File: src/rtl/rv32im_prefetch_queue_if.sv
// rv32im_prefetch_queue_if: Wishbone read master plus arbiter request/grant
// used by the instruction prefetch queue.
interface rv32im_prefetch_queue_if #(
    parameter int XLEN = 32
);
    logic            ctrl_req_o;
    logic            ctrl_grant_i;
    logic [XLEN-1:0] master_dat_i;
    logic            ack_i;
    logic            err_i;
    logic [XLEN-3:0] adr_o;
    logic            cyc_o;
    logic            stb_o;
    logic [3:0]      sel_o;

    modport master (
        output ctrl_req_o, adr_o, cyc_o, stb_o, sel_o,
        input  ctrl_grant_i, master_dat_i, ack_i, err_i
    );

    modport slave (
        input  ctrl_req_o, adr_o, cyc_o, stb_o, sel_o,
        output ctrl_grant_i, master_dat_i, ack_i, err_i
    );
endinterface

File: src/rtl/rv32im_prefetch_queue.sv
// rv32im_prefetch_queue: sequential instruction prefetch into a DEPTH-entry FIFO
// with redirect flush, boot/interrupt vector lookup and per-entry bus fault flag.
module rv32im_prefetch_queue #(
    parameter int XLEN  = 32,
    parameter int ILEN  = 32,
    parameter int DEPTH = 4
) (
    input  logic                   clk_i,
    input  logic                   reset_ni,
    input  logic                   redirect_i,
    input  logic [XLEN-1:0]        redirect_pc_i,
    input  logic                   pop_i,
    output logic                   valid_o,
    output logic [ILEN-1:0]        instruction_o,
    output logic [XLEN-1:0]        instr_pc_o,
    output logic                   fault_o,
    output logic [$clog2(DEPTH):0] level_o,
    input  logic                   interrupt_trigger_i,
    input  logic [XLEN-1:0]        vtable_addr_i,
    input  logic [XLEN-1:0]        vtable_offset_i,
    output logic [XLEN-1:0]        interrupt_pc_o,
    output logic                   interrupt_pc_write_o,
    rv32im_prefetch_queue_if.master bus
);
    localparam int AW = $clog2(DEPTH);

    typedef enum logic [2:0] {BOOT, IDLE, FETCH, VECTOR, DISCARD} state_t;

    state_t          r_state;
    logic            r_stb;
    logic            r_irq_pending;
    logic            r_redir_v;
    logic            r_int_wr;
    logic [XLEN-3:0] r_adr;
    logic [XLEN-1:0] r_fetch_pc;
    logic [XLEN-1:0] r_redir_pc;
    logic [XLEN-1:0] r_int_pc;
    logic [AW:0]     r_level;
    logic [AW-1:0]   r_wptr;
    logic [AW-1:0]   r_rptr;
    logic [ILEN-1:0] r_mem_ins [DEPTH];
    logic [XLEN-1:0] r_mem_pc  [DEPTH];
    logic [DEPTH-1:0] r_mem_flt;

    logic            w_term;
    logic            w_abort;
    logic            w_rd_v;
    logic            w_push;
    logic            w_pop;
    logic            w_flush;
    logic [XLEN-1:0] w_redir_pc;
    logic [XLEN-1:0] w_rd_pc;
    logic [XLEN-1:0] w_vec_sum;

    always_comb begin
        w_term     = r_stb & bus.ctrl_grant_i & (bus.ack_i | bus.err_i);
        w_abort    = redirect_i | interrupt_trigger_i;
        w_redir_pc = redirect_pc_i & ~XLEN'(3);
        w_rd_v     = redirect_i | r_redir_v;
        w_rd_pc    = redirect_i ? w_redir_pc : r_redir_pc;
        w_vec_sum  = vtable_addr_i + vtable_offset_i;
        w_push     = (r_state == FETCH) & w_term & ~w_abort;
        w_flush    = ((r_state == IDLE) & (r_irq_pending | redirect_i))
                   | (w_term & ((r_state == VECTOR) | (r_state == DISCARD) | ((r_state == FETCH) & w_abort)));
        w_pop      = pop_i & (r_level != '0) & ~w_flush;
    end

    always_ff @(posedge clk_i or negedge reset_ni) begin
        if (!reset_ni) begin
            r_state       <= BOOT;
            r_stb         <= 1'b0;
            r_adr         <= '0;
            r_irq_pending <= 1'b0;
            r_redir_v     <= 1'b0;
            r_redir_pc    <= '0;
            r_fetch_pc    <= '0;
            r_int_pc      <= '0;
            r_int_wr      <= 1'b0;
            r_level       <= '0;
            r_wptr        <= '0;
            r_rptr        <= '0;
        end else begin
            r_int_wr      <= 1'b0;
            r_irq_pending <= interrupt_trigger_i | (r_irq_pending & ~((r_state == VECTOR) & w_term));
            if (w_flush) begin
                r_level <= '0;
                r_wptr  <= '0;
                r_rptr  <= '0;
            end else begin
                r_level <= r_level + (AW+1)'(w_push) - (AW+1)'(w_pop);
                r_wptr  <= r_wptr + AW'(w_push);
                r_rptr  <= r_rptr + AW'(w_pop);
            end
            case (r_state)
                BOOT: begin
                    r_stb   <= 1'b1;
                    r_adr   <= (XLEN-2)'(w_vec_sum >> 2);
                    r_state <= VECTOR;
                end
                IDLE: begin
                    if (r_irq_pending) begin
                        r_stb   <= 1'b1;
                        r_adr   <= (XLEN-2)'(w_vec_sum >> 2);
                        r_state <= VECTOR;
                    end else if (redirect_i) begin
                        r_fetch_pc <= w_redir_pc;
                    end else if (r_level < (AW+1)'(DEPTH)) begin
                        r_stb   <= 1'b1;
                        r_adr   <= (XLEN-2)'(r_fetch_pc >> 2);
                        r_state <= FETCH;
                    end
                end
                FETCH, DISCARD: begin
                    if (w_term) begin
                        r_stb     <= 1'b0;
                        r_adr     <= '0;
                        r_state   <= IDLE;
                        r_redir_v <= 1'b0;
                        if (w_push)
                            r_fetch_pc <= r_fetch_pc + XLEN'(4);
                        else if (w_rd_v)
                            r_fetch_pc <= w_rd_pc;
                    end else if (w_abort) begin
                        // bus must still be terminated; remember where to resume
                        if (redirect_i) begin
                            r_redir_v  <= 1'b1;
                            r_redir_pc <= w_redir_pc;
                        end
                        r_state <= DISCARD;
                    end
                end
                VECTOR: begin
                    if (w_term) begin
                        r_stb   <= 1'b0;
                        r_adr   <= '0;
                        r_state <= IDLE;
                        if (bus.ack_i) begin
                            r_int_pc   <= bus.master_dat_i;
                            r_int_wr   <= 1'b1;
                            r_fetch_pc <= bus.master_dat_i;
                        end
                    end
                end
                default: r_state <= BOOT;
            endcase
        end
    end

    always_ff @(posedge clk_i) begin
        if (w_push) begin
            r_mem_ins[r_wptr] <= bus.ack_i ? bus.master_dat_i[ILEN-1:0] : '0;
            r_mem_pc[r_wptr]  <= r_fetch_pc;
            r_mem_flt[r_wptr] <= ~bus.ack_i;
        end
    end

    assign valid_o              = r_level != '0;
    assign instruction_o        = valid_o ? r_mem_ins[r_rptr] : '0;
    assign instr_pc_o           = valid_o ? r_mem_pc[r_rptr] : '0;
    assign fault_o              = valid_o & r_mem_flt[r_rptr];
    assign level_o              = r_level;
    assign interrupt_pc_o       = r_int_pc;
    assign interrupt_pc_write_o = r_int_wr;
    assign bus.ctrl_req_o       = r_stb;
    assign bus.cyc_o            = r_stb;
    assign bus.stb_o            = r_stb;
    assign bus.sel_o            = 4'hF;
    assign bus.adr_o            = r_adr;
endmodule
File: src/flat_wrapper.sv
// flat-port wrapper written by rule: the top's interface ports become plain ports
module rv32im_prefetch_queue_flat 
#(
    parameter int XLEN  = 32,
    parameter int ILEN  = 32,
    parameter int DEPTH = 4
)
  (clk_i, reset_ni, redirect_i, redirect_pc_i, pop_i, valid_o, instruction_o, instr_pc_o, fault_o, level_o, interrupt_trigger_i, vtable_addr_i, vtable_offset_i, interrupt_pc_o, interrupt_pc_write_o, bus_ctrl_req_o, bus_adr_o, bus_cyc_o, bus_stb_o, bus_sel_o, bus_ctrl_grant_i, bus_master_dat_i, bus_ack_i, bus_err_i);
  rv32im_prefetch_queue_if #(.XLEN(XLEN)) bus_i ();
  input  logic clk_i;
  input  logic reset_ni;
  input  logic redirect_i;
  input  logic [XLEN-1:0] redirect_pc_i;
  input  logic pop_i;
  output logic valid_o;
  output logic [ILEN-1:0] instruction_o;
  output logic [XLEN-1:0] instr_pc_o;
  output logic fault_o;
  output logic [$clog2(DEPTH):0] level_o;
  input  logic interrupt_trigger_i;
  input  logic [XLEN-1:0] vtable_addr_i;
  input  logic [XLEN-1:0] vtable_offset_i;
  output logic [XLEN-1:0] interrupt_pc_o;
  output logic interrupt_pc_write_o;
  output wire logic [$bits(bus_i.ctrl_req_o)-1:0] bus_ctrl_req_o;
  output wire logic [$bits(bus_i.adr_o)-1:0] bus_adr_o;
  output wire logic [$bits(bus_i.cyc_o)-1:0] bus_cyc_o;
  output wire logic [$bits(bus_i.stb_o)-1:0] bus_stb_o;
  output wire logic [$bits(bus_i.sel_o)-1:0] bus_sel_o;
  input wire logic [$bits(bus_i.ctrl_grant_i)-1:0] bus_ctrl_grant_i;
  input wire logic [$bits(bus_i.master_dat_i)-1:0] bus_master_dat_i;
  input wire logic [$bits(bus_i.ack_i)-1:0] bus_ack_i;
  input wire logic [$bits(bus_i.err_i)-1:0] bus_err_i;
  assign bus_ctrl_req_o = bus_i.ctrl_req_o;
  assign bus_adr_o = bus_i.adr_o;
  assign bus_cyc_o = bus_i.cyc_o;
  assign bus_stb_o = bus_i.stb_o;
  assign bus_sel_o = bus_i.sel_o;
  assign bus_i.ctrl_grant_i = bus_ctrl_grant_i;
  assign bus_i.master_dat_i = bus_master_dat_i;
  assign bus_i.ack_i = bus_ack_i;
  assign bus_i.err_i = bus_err_i;
  rv32im_prefetch_queue #(.XLEN(XLEN), .ILEN(ILEN), .DEPTH(DEPTH)) u_core (.clk_i(clk_i), .reset_ni(reset_ni), .redirect_i(redirect_i), .redirect_pc_i(redirect_pc_i), .pop_i(pop_i), .valid_o(valid_o), .instruction_o(instruction_o), .instr_pc_o(instr_pc_o), .fault_o(fault_o), .level_o(level_o), .interrupt_trigger_i(interrupt_trigger_i), .vtable_addr_i(vtable_addr_i), .vtable_offset_i(vtable_offset_i), .interrupt_pc_o(interrupt_pc_o), .interrupt_pc_write_o(interrupt_pc_write_o), .bus(bus_i));
endmodule
File: config.mk
export PLATFORM = sky130hd
export DESIGN_NAME = rv32im_prefetch_queue_flat
export DESIGN_NICKNAME = d
export VERILOG_FILES = /design/src/rtl/rv32im_prefetch_queue_if.sv /design/src/rtl/rv32im_prefetch_queue.sv /design/src/flat_wrapper.sv
export SDC_FILE = /design/constraint.sdc
export NUM_CORES = 1
export LEC_CHECK = 0
export ABC_AREA = 1
export BUFFER_PORTS_ARGS = -buffer_cell sky130_fd_sc_hd__buf_2
export CORE_UTILIZATION = 50
export CTS_CLUSTER_SIZE = 28
export DETAILED_ROUTE_END_ITERATION = 10
export PLACE_DENSITY_LB_ADDON = 0.08
export SLEW_MARGIN = 20
export SYNTH_ARGS = -nofsm -noshare
export SYNTH_HDL_FRONTEND = slang
export SYNTH_SLANG_ARGS = --single-unit
File: constraint.sdc
create_clock -name clk_i -period 8.3 [get_ports clk_i]
set_input_delay 0.415 -clock clk_i [delete_from_list [all_inputs] [get_ports clk_i]]
set_output_delay 0.415 -clock clk_i [all_outputs]
set_load 0.005 [all_outputs]
==> out/qor.txt, run 1 <==
highest-count cells in the layout ignoring fill and taps: nand2_1 (620), nor2_1 (361), buf_2 (266)
post-route setup slack: 4.43 ns
setup violation total in the final timing report: 0
Yosys top cell by area: edfxtp_1
worst-path cell with the longest stage delay: buf_4
wire length of the first global-routing pass: 90600 µm
initial DRC count: 1357
aggregate negative setup slack: 0 ns
detailed placer's ending HPWL: 40400 µm
net switching power of the design: 2840 µW
average instance area after synthesis: 8.43 µm²
CP Data Required Time: 7.89 ns
count of different cell masters after synthesis: 46
ordered list of cells on the worst path: inv_2, buf_4, o21ai_0, a21oi_1, buf_2
Internal Dissipation: 4560 µW
count of clock tree sinks: 400
cell types occupying the most area after synthesis: edfxtp_1 (38%), dfrtp_1 (17%), nand2_1 (11%)
destination of the worst register-to-register timing path: u_core.r_fetch_pc[4]$_DFFE_PN0P_
deepest clock path buffer count: 3
width of the die: 203 µm
CP startpoint kind: flop
# resized after CTS: 0
number of buffers inserted during clock tree synthesis: 43
total standard cell area after synthesis: 0.0203 mm²
number of top-level design ports: 275
relative max-transition margin: 0.350
initial antenna violation count: 4
Yosys top cell area share: 0.385
shortest period the worst path allows: 3.87 ns
starting density of the core: 0.508
DRC viols: 0
crit path capture type: primary output
level count of the clock H-tree: 2
number of flip-flops and latches in the synthesized netlist: 400
Overflow after GRT: 0
status: complete, no violations
global placer's final weighted congestion: 0.929
length in cells of the worst reg-to-reg path: 10
pwr dens: 314 mW/mm²
clock network latency to the later pin of the worst-skew pair: 0.58 ns
Critical Path Fanout Max: 92
FP Rows: 73
Post-Synthesis Cells: 2406
transition time of the tightest slew-check pin: 0.975 ns
highest achievable clock rate: 258 MHz
portion of the post-synthesis area used by sequential elements: 0.558
post-place setup slack: 4.30 ns
P_leak: 0.0109 µW
type of the worst setup path: reg -> out
share of final-layout standard cells stronger than drive strength 1: 0.151
Hold Crit Start: interrupt_trigger_i
maxcap violations: 0
worst min-delay path class: in -> reg
clock tree from TritonCTS: built
Clk pin slew, worst setup/hold paths: 0.06 ns
number of max-slew violations in the final report: 0
worst ir drop on vdd: 0.000287 V
core area: 0.0399 mm²
Setup Fix Bufs, Post-CTS: 0
number of I/O port buffers: 268
number of cells traversed by the worst hold path: 2
maximum number of pins on one net before global-route repair: 93
launching point of the worst reg2reg path: u_core.r_state[2]$_DFFE_PN0P_
antenna-violating nets left: 0
Synth warnings: 0
DR vias/cell: 5.35
Post-layout nets: 2807
end point of the most critical hold path: u_core.r_irq_pending$_DFF_PN0_
crit-path max cell delay: 0.77 ns
die area: 0.0414 mm²
overall routed net length: 59400 µm
CTS Root Cell: clkbuf_16
relative contribution of combinational cells to total power: 0.330
Routed WL per cell: 18.6 µm
share of the clock period used by the worst path after layout: 0.467
setup repair after global routing missed its margin: no
worst reg-to-reg setup slack: 4.84 ns
Hold Fails Final Rpt: 0
vias in the first global route: 15926
TritonRoute pass-1 iters: 5
Fin Clk Skew: 0.0134 ns
area growth from synthesis to final layout: 16.1%
sequential share of power: 0.397
GR Util All Layers: 0.289
number of enable-type register cells in the synthesized netlist: 260
die boundary height: 203 µm
most common flop cell mapped by yosys: edfxtp_1
Worst EP arrival: 3.46 ns
Clock Power Share: 0.273
fraction of power spent switching nets: 0.383
most common cell after layout, fill and taps aside: nand2_1
Post-synth ARST share: 0.350
fill cell instance count of the final layout: 3568
routed vias: 17100
[kinds of logic after synthesis]
kind of cell,after synthesis,share of synthesized area
other,1,0.000185
XOR/XNOR,24,0.0104
AO/OA/AOI/OAI,420,0.109
AND/OR/NAND/NOR,1148,0.228
buffers and inverters,377,0.0730
flip-flops,400,0.558
adder cells (fa/ha/maj),36,0.0226
[synth_stat cells (10+ instances only)]
cell type  count
nor3_1        33
nand3_1       89
o211ai_1      12
ha_1          35
or2_2         17
buf_1         20
buf_4         10
nor2_1       362
xor2_1        18
dfrtp_1      140
a21oi_1      148
nand2_1      620
inv_1        263
o21ai_0      234
edfxtp_1     260
clkbuf_1      64
buf_2         11
[critical path, delay by kind of cell, from the launching register on]
kind,cells,cell delay (ns)
AO/OA/AOI/OAI,2,0.54
buffers and inverters,3,1.53
flip-flops,1,0.71
[how the worst max path moves through the flow]
stage                                           from                          endpoint  slack [ns]  cells after the start
after floorplan                            bus_ack_i     u_core.r_mem_flt[0]$_DFFE_PP_        1.91                      7
after global placement                    redirect_i  u_core.r_fetch_pc[4]$_DFFE_PN0P_        4.34                     11
after detailed placement                  redirect_i  u_core.r_fetch_pc[4]$_DFFE_PN0P_        4.30                     11
after CTS                 u_core.r_rptr[0]$_DFF_PN0_                    instr_pc_o[30]        4.45                      5
after global routing      u_core.r_rptr[0]$_DFF_PN0_                    instr_pc_o[30]        4.25                      5
final                     u_core.r_rptr[0]$_DFF_PN0_                    instr_pc_o[30]        4.43                      5
[metal layers]
layer	up-vias	routed length (µm)	GRT usage
met1	8111	25800	0.404
met4	0	1580	0.0977
met5	-	0	0
met3	100	4520	0.0547
li1	8290	-	-
met2	599	27500	0.455
[area by class of cell]
class / count / area [µm²] / area share
clock buffers: 58 / 1210 / 0.0516
clock inverters: 22 / 280 / 0.0119
inverters: 270 / 1010 / 0.0431
well taps: 525 / 657 / 0.0279
multi-input cells: 1632 / 7550 / 0.320
flip-flops and latches: 400 / 11300 / 0.480
diodes: 4 / 10.0 / 0.000425
repair buffers: 288 / 1520 / 0.0643
[sequential cells by signal, indices dropped and copies added (netlist names)]
| signal | count |
|---|---|
| u_core.r_wptr | 2 |
| u_core.interrupt_pc_o | 32 |
| u_core.level_o | 3 |
| u_core.r_mem_ins | 128 |
| u_core.interrupt_pc_write_o | 1 |
| u_core.bus.adr_o | 30 |
| u_core.r_redir_v | 1 |
| u_core.r_rptr | 2 |
| u_core.r_fetch_pc | 32 |
| u_core.r_irq_pending | 1 |
| u_core.bus.ctrl_req_o | 1 |
| u_core.r_redir_pc | 32 |
| u_core.r_state | 3 |
| u_core.r_mem_flt | 4 |
| u_core.r_mem_pc | 128 |
[power groups by stage]
stage	clock network [µW]	logic (µW)	registers, µW
after floorplan	0	1610	2780
final	2020	2440	2940
after CTS	2040	2450	2930
after detailed placement	0	2430	2960
after global placement	0	2400	2960
after global routing	2120	2750	2970
[through the flow]
step	hold WS (ns)	cells	util	instance area [µm²]	power (µW)
after detailed placement	0.457	3113	0.552	22000	5390
after global routing	0.0662	3199	0.590	23600	7840
after CTS	0.0482	3194	0.589	23500	7410
final	0.0749	3199	0.590	23600	7400
after global placement	0.449	3113	0.551	22000	5360
after floorplan	0.119	2409	-	20300	4390
[repair_timing]
action | in CTS | in global routing
endpoints found under the hold margin | 80 | 0
endpoints found under the setup margin | 0 | 0
hold buffers | 1 | 0
Power figures use the tool's default switching activity.
==> run 2: changes to the inputs <==
==> constraint.sdc (replaced) <==
create_clock -name clk_i -period 4 [get_ports clk_i]
set_input_delay 0.2 -clock clk_i [delete_from_list [all_inputs] [get_ports clk_i]]
set_output_delay 0.2 -clock clk_i [all_outputs]
set_load 0.005 [all_outputs]
==> run 2 against run 1 <==
Against the previous run: sequential share of layout area shrank 1.2 points; die area did not move; critical path type is now reg -> reg; cell count is 1.7% higher; register-to-register slack worse by 4.0 ns; worst setup slack got worse by 3.5 ns; combinational power rose by 110%; global-route usage up 0.98 points; sequential power rose by 110%; clock power increased by 100%; via count increased by 3.0%; power is 110% higher; first-iteration DRC count rose by 21%.
==> out/qor.txt, run 2 (synthesis results as in run 1) <==
Clock Power Share: 0.266 (-0.007)
relative max-transition margin: 0.361 (+0.0107)
worst min-delay path class: in -> reg
CTS Root Cell: clkbuf_16
routed vias: 17611 (+3.0%)
DR vias/cell: 5.41 (+1.3%)
Hold Crit Start: redirect_pc_i[15]
share of the clock period used by the worst path after layout: 0.778
maximum number of pins on one net before global-route repair: 132 (+42%)
Post-layout nets: 2865 (+2.1%)
maxcap violations: 0 (unchanged)
initial antenna violation count: 3 (-1)
Setup Fix Bufs, Post-CTS: 0 (unchanged)
most common cell after layout, fill and taps aside: nand2_1
number of I/O port buffers: 268 (unchanged)
worst ir drop on vdd: 0.000620 V (+120%)
Hold Fails Final Rpt: 0 (unchanged)
core area: 0.0399 mm² (unchanged)
transition time of the tightest slew-check pin: 0.958 ns (-0.0161 ns)
die boundary height: 203 µm (unchanged)
width of the die: 203 µm (unchanged)
level count of the clock H-tree: 2 (unchanged)
pwr dens: 638 mW/mm² (+100%)
Worst EP arrival: 3.55 ns (+0.09 ns)
met1 layer wirelength in the final routing: 26600 µm (+2.9%)
number of buffers inserted during clock tree synthesis: 42 (-2.3%)
Met2 Routed Length: 28300 µm (+2.9%)
type of the worst setup path: reg -> reg
number of top-level design ports: 275 (unchanged)
worst reg-to-reg setup slack: 0.89 ns (-3.95 ns)
Clk pin slew, worst setup/hold paths: 0.06 ns (about the same)
highest-count cells in the layout ignoring fill and taps: nand2_1 (620), nor2_1 (361), buf_2 (267)
status: complete, no violations
destination of the worst register-to-register timing path: u_core.level_o[2]$_DFF_PN0_
wire length of the first global-routing pass: 93600 µm (+3.3%)
CP Data Required Time: 4.44 ns (-3.45 ns)
Fin Clk Skew: 0.0129 ns (-0.000479 ns)
sequential share of power: 0.396 (about the same)
ordered list of cells on the worst path: nor2_1, inv_1, nand2_2, o221ai_1, buf_4, nor2_1, ha_1, inv_1, ha_1, inv_1, fa_1, xor2_1, nor2_1
clock tree from TritonCTS: built
Internal Dissipation: 9450 µW (+110%)
clock network latency to the later pin of the worst-skew pair: 0.57 ns (about the same)
highest achievable clock rate: 321 MHz
setup violation total in the final timing report: 0 (unchanged)
Routed WL per cell: 18.9 µm (+1.7%)
detailed placer's ending HPWL: 43300 µm (+7.2%)
FP Rows: 73 (unchanged)
deepest clock path buffer count: 3 (unchanged)
top routing layer in use: met4
net switching power of the design: 5980 µW (+110%)
starting density of the core: 0.508 (unchanged)
DRC viols: 0 (unchanged)
shortest period the worst path allows: 3.11 ns
crit-path max cell delay: 0.46 ns (-0.31 ns)
initial DRC count: 1643 (+21%)
GR Util All Layers: 0.299 (+0.00983)
worst-path cell with the longest stage delay: nand2_2
area growth from synthesis to final layout: 19.1%
global placer's final weighted congestion: 0.948 (+2.1%)
Critical Path Fanout Max: 25 (-73%)
die area: 0.0414 mm² (unchanged)
length in cells of the worst reg-to-reg path: 13 (+3)
launching point of the worst reg2reg path: u_core.r_state[2]$_DFFE_PN0P_
end point of the most critical hold path: u_core.r_fetch_pc[15]$_DFFE_PN0P_
vias in the first global route: 16593 (+4.2%)
TritonRoute pass-1 iters: 5 (unchanged)
setup repair after global routing missed its margin: no
CP startpoint kind: flop
crit path capture type: flop
count of clock tree sinks: 400 (unchanged)
number of max-slew violations in the final report: 0 (unchanged)
antenna-violating nets left: 0 (unchanged)
Placed Instances: 3128 (+0.48%)
length of routed met3 wiring: 4720 µm (+4.5%)
share of final-layout standard cells stronger than drive strength 1: 0.154 (+0.00308)
share of the core filled with cells in the final layout: 0.606 (+0.0154)
overall routed net length: 61400 µm (+3.4%)
number of cells traversed by the worst hold path: 3 (+1)
relative contribution of combinational cells to total power: 0.337 (+0.007)
fraction of power spent switching nets: 0.388 (+0.00405)
P_leak: 0.0112 µW (+2.5%)
fin cells: 3253 (+1.7%)
Overflow after GRT: 0 (unchanged)
registers with the highest flip-flop counts: u_core.r_mem_ins: 128 flops, u_core.r_mem_pc: 128 flops
==> run 2: metrics by stage <==
| step | hold slack (ns) | instance area, µm² | power, µW | TNS [ns] | setup slack, ns |
|---|---|---|---|---|---|
| after global placement | 0.361 | 22200 | 11200 | 0 | 0.943 |
| after detailed placement | 0.371 | 22200 | 11300 | 0 | 0.897 |
| final | 0.0182 | 24200 | 15400 | 0 | 0.887 |
| after floorplan | -0.0956 | 20300 | 9110 | -99.04 | -0.381 |
| after CTS | 0.00570 | 24100 | 15400 | 0 | 0.861 |
| after global routing | 0.0287 | 24200 | 16300 | 0 | 0.669 |
==> run 2: worst max-delay path, delay by kind of cell (launching register included) <==
kind | cells | cell delay (ns)
DFF | 1 | 0.45
xor gates and xnor gates | 1 | 0.19
and+or+nand+nor | 4 | 0.87
buffers and inverters | 4 | 0.43
AOI/OAI and AO/OA | 1 | 0.30
adders and majority gates | 3 | 0.75
==> run 2: worst max-delay path by stage <==
stage | cells past startpoint | to | slack (ns) | startpoint
floorplan | 6 | u_core.r_mem_flt[0]$_DFFE_PP_ | -0.38 | u_core.bus.ctrl_req_o$_DFFE_PN0P_
global placement | 7 | u_core.r_mem_ins[0][21]$_DFFE_PP_ | 0.94 | u_core.bus.ctrl_req_o$_DFFE_PN0P_
detailed placement | 13 | u_core.level_o[2]$_DFF_PN0_ | 0.90 | u_core.r_state[2]$_DFFE_PN0P_
CTS | 13 | u_core.level_o[2]$_DFF_PN0_ | 0.86 | u_core.r_state[2]$_DFFE_PN0P_
global route | 13 | u_core.level_o[2]$_DFF_PN0_ | 0.67 | u_core.r_state[2]$_DFFE_PN0P_
finish | 13 | u_core.level_o[2]$_DFF_PN0_ | 0.89 | u_core.r_state[2]$_DFFE_PN0P_
==> run 2: final cells by class <==
cell class | count | area, µm²
Timing Repair Buffer | 347 | 2170
Multi-Input combinational cell | 1632 | 7560
Antenna cell | 1 | 2.50
Tap cell | 525 | 657
Sequential cell | 400 | 11300
Clock inverter | 27 | 307
Clock buffer | 51 | 1150
Inverter | 270 | 1010
Fill cell | 3596 | 15700
==> run 2: power by group through the flow <==
stage                     Combinational, µW  Clock (µW)  Sequential [µW]
after floorplan                        3340           0             5770
after global placement                 5030           0             6140
after detailed placement               5130           0             6160
after CTS                              5190        4150             6090
final                                  5200        4110             6120
after global routing                   5830        4310             6170
==> run 2: metal layers <==
metal	up-vias	global-route usage
li1	8425	-
met1	8391	0.417
met2	690	0.476
met3	105	0.0470
met4	0	0.106
met5	-	0
==> run 2: timing repair <==
item,in CTS,in global routing
setup endpoints to repair,0,0
endpoints found under the hold margin,195,0
hold buffers,45,0
resized for setup,0,0
==> run 3: changes to the inputs <==
==> constraint.sdc (replaced) <==
create_clock -name clk_i -period 2.56 [get_ports clk_i]
set_input_delay 0.128 -clock clk_i [delete_from_list [all_inputs] [get_ports clk_i]]
set_output_delay 0.128 -clock clk_i [all_outputs]
set_load 0.005 [all_outputs]
==> run 3 against run 2 <==
Against the previous run: routed wire length rose by 0.26%; non-clock buffer count rose by 55; critical path depth fell by 8; sequential cell count did not move; worst setup slack got worse by 0.80 ns; first-iteration DRC count fell by 8.5%; utilization rose by 1.4 points; clock power rose by 46%; power rose by 55%; register-to-register slack got worse by 0.67 ns; cell area rose by 2.3%; clock skew fell by 0.0010 ns; largest power group unchanged.
==> out/qor.txt, run 3 (synthesis results as in run 1) <==
number of max-slew violations in the final report: 0 (unchanged)
most common cell after layout, fill and taps aside: nand2_1
clock network latency to the later pin of the worst-skew pair: 0.57 ns (about the same)
Hold Fails Final Rpt: 0 (unchanged)
Critical Path Fanout Max: 65 (+160%)
ordered list of cells on the worst path: or2_2, nor2_4, buf_8, a21oi_1, buf_2
die area: 0.0414 mm² (unchanged)
deepest clock path buffer count: 3 (unchanged)
destination of the worst register-to-register timing path: u_core.r_mem_pc[3][12]$_DFFE_PP_
clock tree from TritonCTS: built
worst min-delay path class: in -> reg
maxcap violations: 0 (unchanged)
number of I/O port buffers: 268 (unchanged)
antenna-violating nets left: 0 (unchanged)
starting density of the core: 0.508 (unchanged)
crit-path max cell delay: 0.43 ns (-0.03 ns)
crit path capture type: primary output
Fin Clk Skew: 0.0119 ns (-0.00101 ns)
relative contribution of combinational cells to total power: 0.358 (+0.021)
initial DRC count: 1503 (-8.5%)
number of top-level design ports: 275 (unchanged)
routed vias: 17600 (-0.062%)
Clock Power Share: 0.251 (-0.015)
TritonRoute pass-1 iters: 6 (+1)
pwr dens: 969 mW/mm² (+52%)
launching element of the worst setup path: u_core.level_o[1]$_DFF_PN0_
highest-count cells in the layout ignoring fill and taps: nand2_1 (619), nor2_1 (359), buf_2 (267)
post-route setup slack: 0.0917 ns (-0.795 ns)
registers with the highest flip-flop counts: u_core.r_mem_ins: 128 flops, u_core.r_mem_pc: 128 flops
highest achievable clock rate: 405 MHz
setup violation total in the final timing report: 0 (unchanged)
DRC viols: 0 (unchanged)
level count of the clock H-tree: 2 (unchanged)
relative max-transition margin: 0.428 (+0.0666)
DR vias/cell: 5.32 (-1.8%)
detailed placer's ending HPWL: 43500 µm (+0.46%)
vias in the first global route: 16548 (-0.27%)
width of the die: 203 µm (unchanged)
overall routed net length: 61600 µm (+0.26%)
worst ir drop on vdd: 0.000659 V (+6.3%)
Hold Crit Start: redirect_pc_i[2]
sequential share of power: 0.392 (-0.004)
Worst Setup EP: instr_pc_o[6]
share of final-layout standard cells stronger than drive strength 1: 0.165 (+0.0105)
worst-path cell with the longest stage delay: dfrtp_1
P_leak: 0.0115 µW (+2.5%)
area growth from synthesis to final layout: 21.9%
worst reg-to-reg setup slack: 0.22 ns (-0.67 ns)
wire length of the first global-routing pass: 93900 µm (+0.32%)
status: complete, no violations
die boundary height: 203 µm (unchanged)
length in cells of the worst reg-to-reg path: 8 (-5)
CTS Root Cell: clkbuf_16
core area: 0.0399 mm² (unchanged)
share of the core filled with cells in the final layout: 0.620 (+0.0140)
transition time of the tightest slew-check pin: 0.858 ns (-0.101 ns)
aggregate negative setup slack: 0 ns (unchanged)
Clk pin slew, worst setup/hold paths: 0.06 ns (about the same)
post-place setup slack: 0.135 ns (-0.762 ns)
GR Util All Layers: 0.299 (-0.000313)
maximum number of pins on one net before global-route repair: 77 (-42%)
CP Data Required Time: 2.43 ns (-2.01 ns)
Post-layout nets: 2921 (+2.0%)
shortest period the worst path allows: 2.47 ns
fraction of power spent switching nets: 0.387 (about the same)
FP Rows: 73 (unchanged)
Routed WL per cell: 18.6 µm (-1.5%)
post-route total power: 24000 µW (+55%)
launching point of the worst reg2reg path: u_core.bus.ctrl_req_o$_DFFE_PN0P_
Internal Dissipation: 14700 µW (+55%)
Overflow after GRT: 0 (unchanged)
count of clock tree sinks: 400 (unchanged)
number of buffers inserted during clock tree synthesis: 43 (+2.4%)
setup repair after global routing missed its margin: no
initial antenna violation count: 2 (-1)
type of the worst setup path: reg -> out
global placer's final weighted congestion: 0.954 (+0.72%)
CP startpoint kind: flop
Worst EP arrival: 2.34 ns (-1.21 ns)
net switching power of the design: 9280 µW (+55%)
share of the clock period used by the worst path after layout: 0.964
## run 3: layout make-up
class / instances / area (µm²)
well taps: 525 / 657
flip-flops and latches: 400 / 11300
clock buffers: 58 / 1200
clock inverters: 22 / 161
fillers: 3512 / 15200
multi-input cells: 1632 / 7580
repair buffers: 402 / 2790
inverters: 270 / 1010
diodes: 2 / 5.00
## run 3: worst min path at each step
stage | end | slack (ns) | cells after the start
after detailed placement | u_core.bus.adr_o[10]$_DFFE_PN0P_ | 0.14 | 1
after global placement | u_core.bus.adr_o[10]$_DFFE_PN0P_ | 0.14 | 1
after CTS | u_core.r_fetch_pc[2]$_DFFE_PN0P_ | 0.01 | 5
final | u_core.r_fetch_pc[2]$_DFFE_PN0P_ | 0.04 | 5
after floorplan | u_core.bus.adr_o[0]$_DFFE_PN0P_ | -0.17 | 0
after global routing | u_core.r_fetch_pc[2]$_DFFE_PN0P_ | 0.06 | 5
## run 3: stage by stage
stage,hold slack [ns],instances,instance area (µm²)
floorplan,-0.168,2409,20400
global placement,0.140,3163,22700
detailed placement,0.140,3163,22700
CTS,0.0112,3306,24700
global route,0.0568,3311,24700
finish,0.0370,3311,24700
## run 3: worst max-delay path, delay by kind of cell, from the launching register on
| kind | cells | cell delay (ns) |
|---|---|---|
| AO/OA/AOI/OAI | 1 | 0.19 |
| buffers and inverters | 2 | 0.56 |
| flip-flops | 1 | 0.43 |
| AND/OR/NAND/NOR | 2 | 0.47 |
## run 3: repair_timing
item,4_1_cts,5_1_grt
buffers inserted,0,2
hold buffers,63,0
setup endpoints to repair,65,3
hold endpoints to repair,233,0
cloned,0,1
resized for setup,2,3
pin swaps,0,4
## run 3: power by group through the flow
stage               clock, µW  combinational, µW  sequential (µW)
finish                   6010               8570             9380
global route             6360               9580             9470
CTS                      6110               8540             9340
detailed placement          0               8400             9450
global placement            0               8280             9450
floorplan                   0               5220             9030
## run 3: layer usage
metal | global-route usage | vias up | part of all wire
li1 | - | 8523 | -
met1 | 0.428 | 8353 | 0.44
met2 | 0.473 | 642 | 0.46
met3 | 0.0401 | 82 | 0.077
met4 | 0.0918 | 0 | 0.025
met5 | 0 | - | 0
